### src/rtl/axi4_refill_resp_deser_mid.sv
// rtl/axi4_refill_resp_deser_mid.sv - multi-ID AXI4 R-beat to cache-line deserializer
//
// Purpose:
//   Assembles AXI R beats into full cache lines in N_SLOTS independent
//   slots selected by the low RID bits. RRESP is merged per line, burst
//   length errors are flagged, and completed lines leave through one
//   registered valid/ready output stage fed by a round-robin arbiter.
//
// Ports:
//   clk, rst            clock, asynchronous active-high reset
//   bypass_i            every accepted beat completes a line (lane 0)
//   init_r*_i/o         AXI4 R channel (id, data, resp, last, user, valid, ready)
//   line_*_o            completed line: id, data, merged resp, first-beat user, err
//   line_valid_o/ready_i  output handshake
module axi4_refill_resp_deser_mid #(
  parameter int LINE_WORDS = 4,
  parameter int WORD_WIDTH = 32,
  parameter int AXI_DATA   = 64,
  parameter int AXI_ID     = 6,
  parameter int AXI_USER   = 8,
  parameter int N_SLOTS    = 4
) (
  input  logic                             clk,
  input  logic                             rst,
  input  logic                             bypass_i,
  input  logic [AXI_ID-1:0]                init_rid_i,
  input  logic [AXI_DATA-1:0]              init_rdata_i,
  input  logic [1:0]                       init_rresp_i,
  input  logic                             init_rlast_i,
  input  logic [AXI_USER-1:0]              init_ruser_i,
  input  logic                             init_rvalid_i,
  output logic                             init_rready_o,
  output logic [AXI_ID-1:0]                line_id_o,
  output logic [LINE_WORDS*WORD_WIDTH-1:0] line_data_o,
  output logic [1:0]                       line_resp_o,
  output logic [AXI_USER-1:0]              line_user_o,
  output logic                             line_err_o,
  output logic                             line_valid_o,
  input  logic                             line_ready_i
);

  localparam int LINE_W = LINE_WORDS * WORD_WIDTH;
  localparam int BEATS  = LINE_W / AXI_DATA;
  localparam int CNT_W  = (BEATS > 1) ? $clog2(BEATS) : 1;
  localparam int SLOT_W = (N_SLOTS > 1) ? $clog2(N_SLOTS) : 1;
  localparam logic [CNT_W-1:0]  LAST_CNT  = CNT_W'(BEATS - 1);
  localparam logic [SLOT_W-1:0] SLOT_MASK = SLOT_W'(N_SLOTS - 1);

  typedef enum logic [1:0] {
    S_EMPTY   = 2'd0,
    S_FILLING = 2'd1,
    S_DONE    = 2'd2
  } slot_state_e;

  slot_state_e         r_state     [N_SLOTS];
  slot_state_e         w_state_nxt [N_SLOTS];
  logic [CNT_W-1:0]    r_cnt       [N_SLOTS];
  logic [AXI_DATA-1:0] r_data      [N_SLOTS][BEATS];
  logic [AXI_ID-1:0]   r_id        [N_SLOTS];
  logic [AXI_USER-1:0] r_user      [N_SLOTS];
  logic [1:0]          r_resp      [N_SLOTS];
  logic                r_err       [N_SLOTS];
  // Set once the final lane is written without rlast; further beats are dropped.
  logic                r_ovf       [N_SLOTS];

  logic                r_out_valid;
  logic [AXI_ID-1:0]   r_line_id;
  logic [LINE_W-1:0]   r_line_data;
  logic [1:0]          r_line_resp;
  logic [AXI_USER-1:0] r_line_user;
  logic                r_line_err;
  logic [SLOT_W-1:0]   r_last_grant;

  logic [SLOT_W-1:0]   w_slot;
  logic                w_accept;
  logic [N_SLOTS-1:0]  w_done;
  logic [SLOT_W-1:0]   w_grant;
  logic                w_grant_vld;
  logic [SLOT_W-1:0]   w_rr_idx;
  logic                w_load;

  // EXOKAY is folded into OKAY so the stored codes 00/10/11 order by severity.
  function automatic logic [1:0] f_norm(input logic [1:0] resp);
    return (resp == 2'b01) ? 2'b00 : resp;
  endfunction

  function automatic logic [1:0] f_merge(input logic [1:0] acc, input logic [1:0] resp);
    logic [1:0] n;
    n = f_norm(resp);
    return (n > acc) ? n : acc;
  endfunction

  assign w_slot   = init_rid_i[SLOT_W-1:0] & SLOT_MASK;
  assign w_accept = init_rvalid_i & init_rready_o;
  assign w_load   = w_grant_vld & (~r_out_valid | line_ready_i);

  // Slot FSM: state register
  always_ff @(posedge clk or posedge rst) begin
    if (rst) begin
      for (int s = 0; s < N_SLOTS; s++) r_state[s] <= S_EMPTY;
    end else begin
      for (int s = 0; s < N_SLOTS; s++) r_state[s] <= w_state_nxt[s];
    end
  end

  // Slot FSM: next state. A slot being loaded is DONE, so it can never
  // also be the target of an accepted beat in the same cycle.
  always_comb begin
    for (int s = 0; s < N_SLOTS; s++) begin
      w_state_nxt[s] = r_state[s];
      if (w_load && (w_grant == SLOT_W'(s))) begin
        w_state_nxt[s] = S_EMPTY;
      end else if (w_accept && (w_slot == SLOT_W'(s))) begin
        if (bypass_i || init_rlast_i) w_state_nxt[s] = S_DONE;
        else                          w_state_nxt[s] = S_FILLING;
      end
    end
  end

  // Slot FSM: outputs
  always_comb begin
    w_done = '0;
    for (int s = 0; s < N_SLOTS; s++) w_done[s] = (r_state[s] == S_DONE);
    init_rready_o = ~rst & (r_state[w_slot] != S_DONE);
  end

  // Round-robin search starting one past the last granted slot.
  always_comb begin
    w_grant     = '0;
    w_grant_vld = 1'b0;
    w_rr_idx    = '0;
    for (int i = 1; i <= N_SLOTS; i++) begin
      w_rr_idx = (r_last_grant + SLOT_W'(i)) & SLOT_MASK;
      if (!w_grant_vld && w_done[w_rr_idx]) begin
        w_grant     = w_rr_idx;
        w_grant_vld = 1'b1;
      end
    end
  end

  // Slot datapath: only the addressed slot changes on an accepted beat.
  always_ff @(posedge clk or posedge rst) begin
    if (rst) begin
      for (int s = 0; s < N_SLOTS; s++) begin
        r_cnt[s]  <= '0;
        r_id[s]   <= '0;
        r_user[s] <= '0;
        r_resp[s] <= '0;
        r_err[s]  <= 1'b0;
        r_ovf[s]  <= 1'b0;
        for (int k = 0; k < BEATS; k++) r_data[s][k] <= '0;
      end
    end else if (w_accept) begin
      if (r_state[w_slot] == S_EMPTY) begin
        r_id[w_slot]   <= init_rid_i;
        r_user[w_slot] <= init_ruser_i;
        r_resp[w_slot] <= f_norm(init_rresp_i);
        r_err[w_slot]  <= 1'b0;
      end else begin
        r_resp[w_slot] <= f_merge(r_resp[w_slot], init_rresp_i);
      end

      if (bypass_i) begin
        r_data[w_slot][0] <= init_rdata_i;
        r_cnt[w_slot]     <= '0;
        r_ovf[w_slot]     <= 1'b0;
        // bypass raised under a partially filled line
        if (r_state[w_slot] == S_FILLING) r_err[w_slot] <= 1'b1;
      end else if (r_ovf[w_slot]) begin
        r_err[w_slot] <= 1'b1;
        if (init_rlast_i) begin
          r_cnt[w_slot] <= '0;
          r_ovf[w_slot] <= 1'b0;
        end
      end else begin
        r_data[w_slot][r_cnt[w_slot]] <= init_rdata_i;
        if (init_rlast_i) begin
          r_cnt[w_slot] <= '0;
          if (r_cnt[w_slot] != LAST_CNT) r_err[w_slot] <= 1'b1;
        end else if (r_cnt[w_slot] == LAST_CNT) begin
          r_ovf[w_slot] <= 1'b1;
        end else begin
          r_cnt[w_slot] <= r_cnt[w_slot] + 1'b1;
        end
      end
    end
  end

  // Output register: loads when empty or when being popped this cycle.
  always_ff @(posedge clk or posedge rst) begin
    if (rst) begin
      r_out_valid  <= 1'b0;
      r_line_id    <= '0;
      r_line_data  <= '0;
      r_line_resp  <= '0;
      r_line_user  <= '0;
      r_line_err   <= 1'b0;
      r_last_grant <= '0;
    end else if (w_load) begin
      r_out_valid <= 1'b1;
      r_line_id   <= r_id[w_grant];
      for (int k = 0; k < BEATS; k++) r_line_data[k*AXI_DATA +: AXI_DATA] <= r_data[w_grant][k];
      // a length error reports at least SLVERR
      r_line_resp  <= (r_err[w_grant] && (r_resp[w_grant] < 2'b10)) ? 2'b10 : r_resp[w_grant];
      r_line_user  <= r_user[w_grant];
      r_line_err   <= r_err[w_grant];
      r_last_grant <= w_grant;
    end else if (line_ready_i) begin
      r_out_valid <= 1'b0;
    end
  end

  assign line_valid_o = r_out_valid;
  assign line_id_o    = r_line_id;
  assign line_data_o  = r_line_data;
  assign line_resp_o  = r_line_resp;
  assign line_user_o  = r_line_user;
  assign line_err_o   = r_line_err;

endmodule

### config.mk
export PLATFORM = sky130hd
export DESIGN_NAME = axi4_refill_resp_deser_mid
export DESIGN_NICKNAME = d
export VERILOG_FILES = /design/src/rtl/axi4_refill_resp_deser_mid.sv
export SDC_FILE = /design/constraint.sdc
export NUM_CORES = 2
export LEC_CHECK = 0
export BUFFER_PORTS_ARGS = -buffer_cell sky130_fd_sc_hd__clkbuf_2
export CELL_PAD_IN_SITES_DETAIL_PLACEMENT = 1
export CELL_PAD_IN_SITES_GLOBAL_PLACEMENT = 2
export CORE_MARGIN = 4
export CORE_UTILIZATION = 44
export CTS_CLUSTER_SIZE = 16
export DETAILED_ROUTE_END_ITERATION = 8
export PLACE_DENSITY_LB_ADDON = 0.1
export SYNTH_ARGS = -nofsm -noshare
export SYNTH_HDL_FRONTEND = slang
export SYNTH_SLANG_ARGS = --single-unit
export TNS_END_PERCENT = 1
### constraint.sdc
create_clock -name clk -period 40.2 [get_ports clk]
set_input_delay 4.02 -clock clk [delete_from_list [all_inputs] [get_ports clk]]
set_output_delay 4.02 -clock clk [all_outputs]
set_load 0.02 [all_outputs]
==> flow_summary.json <==
{
  "drtAntennaViolNets": 0,
  "hold_slack_ns": 0.469,
  "cts_tree": "done",
  "globalRouteTotalUtil": 0.232,
  "placementRows": 99,
  "async_flop_share": 1.00,
  "crit_fanout": 16,
  "initial_utilization": 0.447,
  "worstMarginPinSlew_ns": 1.21,
  "synthesis.nets": 2919,
  "cts_hold_buffers": 0,
  "drive_gt1_frac": 0.322,
  "wirelength_um": 91200,
  "die_area_mm2": 0.0792,
  "period_minus_slack_ns": 9.52,
  "dp.cells": 3860,
  "crit_required_ns": 36.18,
  "cts-resized-gates": 0,
  "layout_setup_ws_ns": 30.68,
  "grt_pass1_vias": 24700,
  "critPathLaunchType": "input pin",
  "post-synth-top-count-cell": "dfrtp_1",
  "hold_class": "flip-flop to flip-flop",
  "p_leak_nw": 17.7,
  "cts.sink_count": 744,
  "grt_overflow": 0,
  "synth_edf_count": 0,
  "clock.fmax_mhz": 105,
  "fp.coreArea_mm2": 0.0736,
  "antenna_found_initial": 8,
  "grt_pass1_wl_um": 145000,
  "place_congestion": 0.780,
  "ys_ff_latch": 744,
  "firstDrtPassIters": 5,
  "hpwl_um": 51700,
  "cap_violations": 0,
  "nets": 3075,
  "drt_iter0_markers": 1017,
  "finalInstanceArea_mm2": 0.0373,
  "htreeDepth": 3,
  "end_kind": "primary output",
  "via_per_inst": 5.59,
  "placed_area_mm2": 0.0347,
  "crit_path_max_incr_delay_ns": 0.68,
  "critPathSlowestCell": "mux4_1",
  "vdd_drop_max_mv": 0.0741,
  "setup_viol_count_final": 0,
  "fin_cells": 4007,
  "cts_buffers": 83,
  "sequentialPowerShare": 0.381,
  "cts_buffer_depth": 3,
  "slew_violations": 0,
  "synth_commonest_cells": "dfrtp_1, nand2_1, mux2_2",
  "fin_skew_ns": 0.0199,
  "clock-root-buffer": "clkbuf_16",
  "syn_avg_cell_area_um2": 11.6,
  "netlist_top_cells_area": "dfrtp_1, mux2_2, nand2_1",
  "final_core_util": 0.507,
  "p_int_mw": 2.12,
  "power_frac_comb": 0.403,
  "crit_family": "multiplexers",
  "synthDistinctLibCells": 51,
  "period_share": 0.237,
  "synth_flop_cell": "dfrtp_1",
  "p_sw_frac": 0.382,
  "hold_viol_final": 0,
  "synth_top_area_cell": "dfrtp_1",
  "cp.arrival_ns": 5.50,
  "die_h_um": 281,
  "numPortBuffers": 232,
  "path_buf_inv": 2,
  "finalPower_mw": 3.42,
  "drc_errors": 0,
  "switchingPower_mw": 1.31,
  "power_density_mw_per_mm2": 91.7,
  "num_vias": 22400,
  "synth-seq-area-share": 0.566,
  "yosysWarningCount": 0,
  "crit_type": "input pin to primary output",
  "slew_headroom": 0.190,
  "io_pins": 233,
  "fin_setup_tns_ns": 0,
  "grt_max_degree": 210,
  "clock_latency_ns": 0.62,
  "area_growth_pct": 13.5,
  "clkPwrFrac": 0.216,
  "die_w_um": 281,
  "status": "finished clean",
  "cts_setup_buffers": 0,
  "synthCells": 2830,
  "syn_area_mm2": 0.0329,
  "path_common_cell": "clkbuf_2",
  "num-fill-cells": 7745,
  "rsz0062_at_grt": "no",
  "clk_pin_slew_ns": 0.06,
  "cp_cell_sequence": "clkbuf_2 > mux4_1 > nor2b_1 > nor2_1 > clkbuf_2",
  "synth_top_area_frac": 0.566,
  "wl_per_cell_um": 22.8,
  "post-place-ws_ns": 30.67
}
==> registers in the layout, summed over array words and instances (netlist names), named ones only <==
name / cells
r_data: 512
line_data_o: 128
r_user: 32
r_id: 24
line_user_o: 8
r_resp: 8
r_state: 8
line_id_o: 6
r_cnt: 4
r_err: 4
line_resp_o: 2
r_last_grant: 2
line_err_o: 1
line_valid_o: 1
==> layer usage <==
layer / track usage / vias to the layer above / share of wire
met5: 0 / - / 0.00037
met4: 0.0670 / 4 / 0.024
met3: 0.0359 / 140 / 0.033
met2: 0.404 / 305 / 0.50
met1: 0.303 / 11900 / 0.44
li1: - / 10100 / -
==> worst paths after layout <==
kind	cells past startpoint	slack, ns	startpoint	to
max	5	30.68	init_rid_i[0]	init_rready_o
min	1	0.47	r_id[7]	r_id[7]
max reg2reg	7	35.72	r_state[1]	r_data[446]
min reg2reg	1	0.47	r_id[7]	r_id[7]
max in group asynchronous	4	34.02	rst	r_data[242]
min in group asynchronous	2	3.55	rst	r_resp[3]
==> cell families after synthesis <==
family / count (synthesis) / share of synthesized area
simple gates: 1100 / 0.153
flops: 744 / 0.566
mux: 574 / 0.206
buf+inv: 206 / 0.0310
compound gates: 203 / 0.0435
fa+ha+maj: 3 / 0.00114
==> cell usage in the layout, fill, tap and decap left out, drive strengths merged, types with 6 or more instances in the layout <==
master,instances
mux2,566
clkbuf,362
diode,6
nand2b,6
nand2,739
a21oi,25
clkinv,8
and3,286
nor2,27
or2,9
o31ai,143
inv,13
mux4,6
buf,33
nor2b,8
o21ai,14
nor3,9
dfrtp,744
==> power by group through the flow <==
stage | sequential, mW | combinational [mW] | clock, mW
2_1_floorplan | 1.32 | 0.940 | 0
3_3_place_gp | 1.29 | 1.35 | 0
3_5_place_dp | 1.32 | 1.40 | 0
4_1_cts | 1.31 | 1.41 | 0.759
5_1_grt | 1.34 | 1.54 | 0.792
6_report | 1.30 | 1.38 | 0.738
==> layout make-up <==
class	instances	area, um^2	share of cell area
Inverter	12	52.6	0.00141
Timing Repair Buffer	265	1470	0.0394
Clock inverter	11	86.3	0.00231
Tap cell	959	1200	0.0321
Antenna cell	6	15.0	0.000402
Clock buffer	130	2550	0.0683
Multi-Input combinational cell	1880	13300	0.357
Sequential cell	744	18600	0.499
No activity file was read; power rests on OpenSTA's default activity.
